<file path="src/rtl/timer_pkg.sv">
// Shared types for the bit timer: controller state encoding and a state decode helper.
package timer_pkg;

    typedef enum logic [1:0] {
        IDLE = 2'b00,
        SYNC = 2'b01,
        RUN  = 2'b10,
        DONE = 2'b11
    } timer_state_t;

    // True for the states in which a packet is actively being timed.
    function automatic logic is_busy(input timer_state_t st);
        logic busy_v;
        busy_v = 1'b0;
        case (st)
            SYNC:    busy_v = 1'b1;
            RUN:     busy_v = 1'b1;
            default: busy_v = 1'b0;
        endcase
        return busy_v;
    endfunction

endpackage

</file>
<file path="src/rtl/flex_counter.sv">
// Modulo-rollover_val up-counter: counts 0 .. rollover_val-1 and wraps to 0.
// rollover_flag marks the last count of a period, so a caller can act on the
// edge that ends it. clear has priority over count_enable.
module flex_counter #(
    parameter int NUM_CNT_BITS = 4
) (
    input  logic                    clk,
    input  logic                    n_rst,
    input  logic                    clear,
    input  logic                    count_enable,
    input  logic [NUM_CNT_BITS-1:0] rollover_val,
    output logic [NUM_CNT_BITS-1:0] count_out,
    output logic                    rollover_flag
);

    localparam logic [NUM_CNT_BITS-1:0] CNT_ONE = NUM_CNT_BITS'(1);

    logic [NUM_CNT_BITS-1:0] count_q;
    logic [NUM_CNT_BITS-1:0] count_d;
    logic [NUM_CNT_BITS-1:0] last_s;

    assign last_s        = rollover_val - CNT_ONE;
    assign count_out     = count_q;
    assign rollover_flag = (count_q == last_s);

    // Next count: clear, hold, increment, or wrap at the end of the period.
    always_comb begin
        count_d = count_q;
        if (clear) begin
            count_d = '0;
        end else if (count_enable) begin
            if (count_q >= last_s) begin
                count_d = '0;
            end else begin
                count_d = count_q + CNT_ONE;
            end
        end else begin
            count_d = count_q;
        end
    end

    // Count register with asynchronous active-low reset.
    always_ff @(posedge clk or negedge n_rst) begin
        if (!n_rst) begin
            count_q <= '0;
        end else begin
            count_q <= count_d;
        end
    end

endmodule

</file>
<file path="src/rtl/bit_timer_ctrl.sv">
// Bit timer controller: after an accepted start it waits half a bit period,
// then emits one shift_strobe per bit period (mid-bit sample points) for N
// bits, pulses packet_done and returns to IDLE. All outputs are registered;
// strobes are therefore decided one cycle ahead from the clock counter.
module bit_timer_ctrl
    import timer_pkg::*;
#(
    parameter int NUM_CNT_BITS = 4,
    parameter int NUM_BIT_BITS = 4
) (
    input  logic                    clk,
    input  logic                    n_rst,
    input  logic                    start,
    input  logic                    abort,
    input  logic [NUM_CNT_BITS-1:0] clks_per_bit,
    input  logic [NUM_BIT_BITS-1:0] bits_per_pkt,
    output logic                    busy,
    output logic                    shift_strobe,
    output logic [NUM_BIT_BITS-1:0] bit_count,
    output logic                    packet_done
);

    localparam logic [NUM_CNT_BITS-1:0] CNT_TWO = NUM_CNT_BITS'(2);
    localparam logic [NUM_BIT_BITS-1:0] BIT_ONE = NUM_BIT_BITS'(1);

    timer_state_t            state_q, state_d;
    logic [NUM_CNT_BITS-1:0] c_q, c_d;
    logic [NUM_BIT_BITS-1:0] n_q, n_d;
    logic [NUM_BIT_BITS-1:0] bit_count_q, bit_count_d;
    logic                    busy_q, busy_d;
    logic                    strobe_q, strobe_d;
    logic                    done_q, done_d;

    logic                    start_acc_s;
    logic                    cnt_clear_s;
    logic                    clk_en_s;
    logic [NUM_CNT_BITS-1:0] half_s;
    logic [NUM_CNT_BITS-1:0] clk_roll_s;
    logic [NUM_CNT_BITS-1:0] clk_cnt_s;
    logic                    clk_flag_s;
    logic [NUM_BIT_BITS-1:0] bit_cnt_s;
    logic                    bit_flag_s;

    // Abort wins over start; start is only honoured in IDLE.
    assign start_acc_s = (state_q == IDLE) && start && !abort;
    assign cnt_clear_s = start_acc_s || abort || (state_q == DONE);
    assign clk_en_s    = is_busy(state_q);
    assign half_s      = c_q >> 1;
    assign clk_roll_s  = (state_q == SYNC) ? half_s : c_q;

    // Clock counter: half-period in SYNC, full bit period in RUN.
    flex_counter #(.NUM_CNT_BITS(NUM_CNT_BITS)) u_clk_cnt (
        .clk           (clk),
        .n_rst         (n_rst),
        .clear         (cnt_clear_s),
        .count_enable  (clk_en_s),
        .rollover_val  (clk_roll_s),
        .count_out     (clk_cnt_s),
        .rollover_flag (clk_flag_s)
    );

    // Bit counter: advances on each strobe; its flag marks the Nth strobe.
    flex_counter #(.NUM_CNT_BITS(NUM_BIT_BITS)) u_bit_cnt (
        .clk           (clk),
        .n_rst         (n_rst),
        .clear         (cnt_clear_s),
        .count_enable  (strobe_q),
        .rollover_val  (n_q),
        .count_out     (bit_cnt_s),
        .rollover_flag (bit_flag_s)
    );

    // Next state, latched packet parameters and registered-output lookahead.
    always_comb begin
        state_d = state_q;
        c_d     = c_q;
        n_d     = n_q;
        if (strobe_q) begin
            bit_count_d = bit_cnt_s + BIT_ONE;
        end else begin
            bit_count_d = bit_count_q;
        end
        case (state_q)
            IDLE: begin
                if (start_acc_s) begin
                    state_d     = SYNC;
                    c_d         = (clks_per_bit < CNT_TWO) ? CNT_TWO : clks_per_bit;
                    n_d         = (bits_per_pkt == '0) ? BIT_ONE : bits_per_pkt;
                    bit_count_d = '0;
                end else begin
                    state_d = IDLE;
                end
            end
            SYNC: begin
                if (abort) begin
                    state_d = IDLE;
                end else if (clk_flag_s) begin
                    state_d = RUN;
                end else begin
                    state_d = SYNC;
                end
            end
            RUN: begin
                if (abort) begin
                    state_d = IDLE;
                end else if (strobe_q && bit_flag_s) begin
                    state_d = DONE;
                end else begin
                    state_d = RUN;
                end
            end
            DONE: begin
                state_d = IDLE;
            end
            default: begin
                state_d = IDLE;
            end
        endcase
        busy_d   = is_busy(state_d);
        done_d   = (state_d == DONE);
        // The strobe lands in the cycle where the counter shows C-1.
        strobe_d = (state_q == RUN) && (state_d == RUN) && (clk_cnt_s == (c_q - CNT_TWO));
    end

    // Controller state and outputs, cleared asynchronously by n_rst.
    always_ff @(posedge clk or negedge n_rst) begin
        if (!n_rst) begin
            state_q     <= IDLE;
            c_q         <= '0;
            n_q         <= '0;
            bit_count_q <= '0;
            busy_q      <= 1'b0;
            strobe_q    <= 1'b0;
            done_q      <= 1'b0;
        end else begin
            state_q     <= state_d;
            c_q         <= c_d;
            n_q         <= n_d;
            bit_count_q <= bit_count_d;
            busy_q      <= busy_d;
            strobe_q    <= strobe_d;
            done_q      <= done_d;
        end
    end

    assign busy         = busy_q;
    assign shift_strobe = strobe_q;
    assign bit_count    = bit_count_q;
    assign packet_done  = done_q;

endmodule

</file>
<file path="config.mk">
export PLATFORM = sky130hd
export DESIGN_NAME = bit_timer_ctrl
export DESIGN_NICKNAME = d
export VERILOG_FILES = /design/src/rtl/timer_pkg.sv /design/src/rtl/flex_counter.sv /design/src/rtl/bit_timer_ctrl.sv
export SDC_FILE = /design/constraint.sdc
export NUM_CORES = 1
export LEC_CHECK = 0
export ABC_AREA = 1
export CORE_MARGIN = 8
export CORE_UTILIZATION = 45
export DETAILED_ROUTE_END_ITERATION = 10
export PLACE_DENSITY = 0.78
export SLEW_MARGIN = 15
export SYNTH_ARGS = -nofsm -noshare
export SYNTH_HDL_FRONTEND = slang
export SYNTH_SLANG_ARGS = --single-unit
</file>
<file path="constraint.sdc">
create_clock -name clk -period 6.18 [get_ports clk]
set_input_delay 0.927 -clock clk [delete_from_list [all_inputs] [get_ports clk]]
set_output_delay 0.927 -clock clk [all_outputs]
set_load 0.01 [all_outputs]
</file>
==> results list <==
- The run finished with clean final reports.
- Cell chain of the critical path: inv_1 -> ha_1 -> nand2_1 -> o21ai_0 -> inv_1 -> ha_1 -> xnor2_1 -> ha_1 -> nand2_1 -> nor2_1 -> a21oi_1 -> nor2_1 -> ha_1 -> nand2_1 -> a21oi_1 -> nand4_1 -> nor2_1
- Once layout is done, the placed cells without fillers occupy 1890 um^2.
- The first TritonRoute pass finished after 4 iterations.
- Relative to the synthesized area, the layout overhead comes to 15.0%.
- Slew @ Worst Pin: between 0.5 and 0.6 ns
- After detailed routing, the average wire length per cell comes to roughly 12 um.
- Final Net Count: 260
* Ports: 19
- The worst setup path is captured at a register.
- The floorplan step set the die height to between 70 and 80 um.
- Maximum level of the CTS H-tree: 1
* Leak: 0.000954 uW
- Share of flip-flops with an asynchronous set or reset after synthesis: 1.00
- Number of fill cells: roughly 360
* Element type at the critical path start: register
- Yosys mapped a number of flops with a built-in enable equal to 0.
* Area after detailed placement: between 1500 and 2000 um^2
- Most area-hungry cell type in the Yosys netlist: sky130_fd_sc_hd__dfrtp_1
- Share of final-layout standard cells stronger than drive strength 1: 0.0705
* RSZ-0062 raised after global routing: no
* Post-layout instance count excluding filler cells: approximately 280
- During placement, the flow inserted port buffers numbering 18.
- Post-detailed-route count of antenna-violating nets: 0
* Largest net degree at the start of global routing: 26
- Final Skew: approximately 0.0043 ns
- Master of the slowest instance on the critical path: sky130_fd_sc_hd__dfrtp_1
- Number of gates resized after CTS: 0
- The cell family contributing the most delay on the critical path is adder cells.
- After clock tree synthesis, the setup repair step added 0 buffers.
* Final worst path period share: 0.449
- Global-route wire length before repair: about 5700 um
- The final count of hold timing violations is 0.
* Residual overflow from global routing: 0
- The number of nets handed over by synthesis was between 200 and 250.
* Routed vias/inst: between 4 and 5
- TritonCTS built the clock tree.
* Number of antenna violations at the first check in global routing: 0
- The final layout contains routed wiring with a total length of 3210 um.
- Hold timing on the final database bottoms out at a slack of 0.529 ns.
* Clk sink count: 25
* Clock latency on the worst-skew pair: roughly 0.32 ns
- Worst stage delay on the critical path: ~0.43 ns
* Area of the mapped netlist: ~1600 um^2
- The share of the Yosys chip area taken by registers is 0.381.
- Vias after detailed routing: 1,346
* Die area: roughly 6000 um^2
- The critical path in this run is classified as register to register.
- Each instance of the synthesized netlist takes up on average roughly 7.9 um^2.
* Peak supply drop: between 0.00015 and 0.0002 V
* Most frequent cell on the critical path: sky130_fd_sc_hd__ha_1
- In the post-synthesis netlist, the biggest area contributors are sky130_fd_sc_hd__dfrtp_1, sky130_fd_sc_hd__ha_1, sky130_fd_sc_hd__nand2_1.
- Fraction of synthesized cell area taken by the top area cell type: 0.381
* Final HPWL DP: 2600 um
- Site Rows: 22
* First-iteration detailed-routing DRC count: 65
- Clock-pin slew was measured on the worst setup and hold paths at 0.14 ns.
* Tightest slew margin relative to the limit: 0.623
- The die is between 70 and 80 um wide.
* Gate Count Post-Synth: 207
* Highest fanout seen on the critical path: 7
* # setup viols final: 0
- The tool flagged a number of max-cap violations equal to 0.
- Initial Utilization: 0.458
* Most used standard cell by instance count after synthesis: sky130_fd_sc_hd__nand2_1
* Max Buffers Root-to-Sink: 2
- Worst path buffer plus inverter count: 2
- Derived from the worst setup path, the maximum achievable clock frequency is roughly 0.36 GHz.
* Synth cell count leaders: sky130_fd_sc_hd__nand2_1, sky130_fd_sc_hd__inv_1, sky130_fd_sc_hd__dfrtp_1, sky130_fd_sc_hd__ha_1, sky130_fd_sc_hd__nor2_1
- Counting tap cells, the placed design contains a total of around 270 instances.
- The worst path needs 2.77 ns of the cycle, external delays included.
* Final antenna diode count: 0
* Total track usage: 0.117
* FF+latch count, synth: 25
- For the final routed database, the setup TNS stands at 0 ns.
- After synthesis, the netlist uses 26 different library cells.
- Ys flop type: sky130_fd_sc_hd__dfrtp_1
- Critical path data arrival time: 3.03 ns
* Core footprint: 3580 um^2
- Clock root buffer: sky130_fd_sc_hd__clkbuf_4
- For this run, design rule violations remaining after detail routing come to 0.
- The Yosys step of the flow raised 0 warnings.
* Num CTS Buffers: 3
- Power spread over the standard cell area amounts to ~340 nW/um^2.
- Via count of the first global-routing pass: 1,344
- For this design, the CTS-stage hold fixing added 0 buffers.
- Routability congestion estimate from global placement: just over 0.9
- Required time of the critical path: 6.44 ns
- Worst min path class: register to register
* Total count of max-transition violations in the final report: 0
==> routing by layer <==
layer	up-vias	track usage	share of wire
met3	6	0.0224	0.032
met2	18	0.210	0.51
met4	0	0.0346	0.012
met1	619	0.137	0.45
li1	703	-	-
met5	-	0	0
==> layout by cell type, fill, tap and decap left out <==
cell / synthesis / layout
sky130_fd_sc_hd__nand3b_1: 2 / 2
sky130_fd_sc_hd__nor3_1: 3 / 3
sky130_fd_sc_hd__buf_2: 1 / 1
sky130_fd_sc_hd__xor2_1: 1 / 1
sky130_fd_sc_hd__nor2_4: 1 / 1
sky130_fd_sc_hd__nand3_1: 6 / 6
sky130_fd_sc_hd__ha_1: 20 / 20
sky130_fd_sc_hd__nand4_1: 6 / 6
sky130_fd_sc_hd__inv_2: 2 / 2
sky130_fd_sc_hd__clkbuf_4: 0 / 3
sky130_fd_sc_hd__inv_4: 1 / 1
sky130_fd_sc_hd__nand2_1: 55 / 55
sky130_fd_sc_hd__clkdlybuf4s50_1: 0 / 17
sky130_fd_sc_hd__a31oi_1: 1 / 1
sky130_fd_sc_hd__nand3_2: 2 / 2
sky130_fd_sc_hd__clkbuf_1: 0 / 1
sky130_fd_sc_hd__a21o_1: 1 / 1
sky130_fd_sc_hd__xnor2_1: 6 / 6
sky130_fd_sc_hd__o21ai_0: 8 / 8
sky130_fd_sc_hd__o21ai_2: 1 / 1
sky130_fd_sc_hd__inv_1: 29 / 29
sky130_fd_sc_hd__a211oi_2: 1 / 1
sky130_fd_sc_hd__a21oi_1: 4 / 4
sky130_fd_sc_hd__nor2_1: 17 / 17
sky130_fd_sc_hd__o21ai_1: 9 / 9
sky130_fd_sc_hd__dfrtp_1: 25 / 25
sky130_fd_sc_hd__nor2_2: 3 / 3
sky130_fd_sc_hd__nand2_2: 1 / 1
==> power by group <==
part	internal (uW)	switching (uW)	total [uW]
Clock	25.2	48.5	73.8
Combinational	135	196	330
Sequential	196	31.7	228
==> worst paths after layout <==
check / cells past startpoint / slack [ns] / end / from
setup reg to reg: 17 / 3.41 / shift_strobe / state_q[1]
hold / removal: 2 / 0.53 / n_q[3] / n_q[3]
hold reg to reg: 2 / 0.53 / n_q[3] / n_q[3]
setup / recovery: 17 / 3.41 / shift_strobe / state_q[1]
min in group asynchronous: 1 / 0.58 / bit_count[3] / n_rst
max in group asynchronous: 1 / 5.23 / state_q[1] / n_rst
==> metrics by stage <==
step,util,setup WS (ns),power (uW)
6_report,0.527,3.41,632
2_1_floorplan,-,3.69,487
3_3_place_gp,0.521,3.40,554
3_5_place_dp,0.521,3.39,565
5_1_grt,0.527,3.14,702
4_1_cts,0.528,3.42,640
==> final cells by class <==
cell class                 instances  area [um^2]  share of cell area
clock buffer                       4         26.3              0.0139
inverter                          32          123              0.0650
multi-input combinational        148          876               0.464
tap                               48         60.1              0.0319
sequential                        25          626               0.332
timing repair buffer              18          175              0.0929
==> logic make-up after synthesis <==
family,synth area share
and+or+nand+nor,0.259
buffers and inverters,0.0847
AOI/OAI and AO/OA,0.0854
DFF,0.381
adders and majority gates,0.153
xor gates and xnor gates,0.0374
==> flip-flops by register name (all words and copies together) (netlist names) <==
name                 flops
bit_count                4
busy                     1
c_q                      4
n_q                      4
packet_done              1
shift_strobe             1
state_q                  2
u_bit_cnt.count_out      4
u_clk_cnt.count_out      4
==> worst register-to-register path, delay by kind of cell, from the launching register on <==
family          cells  cell delay [ns]
buf+inv             2             0.18
flops               1             0.43
compound gates      3             0.29
simple gates        7             0.74
fa+ha+maj           4             0.97
xor+xnor            1             0.13
Note: power is estimated with default switching activity, not from simulation.
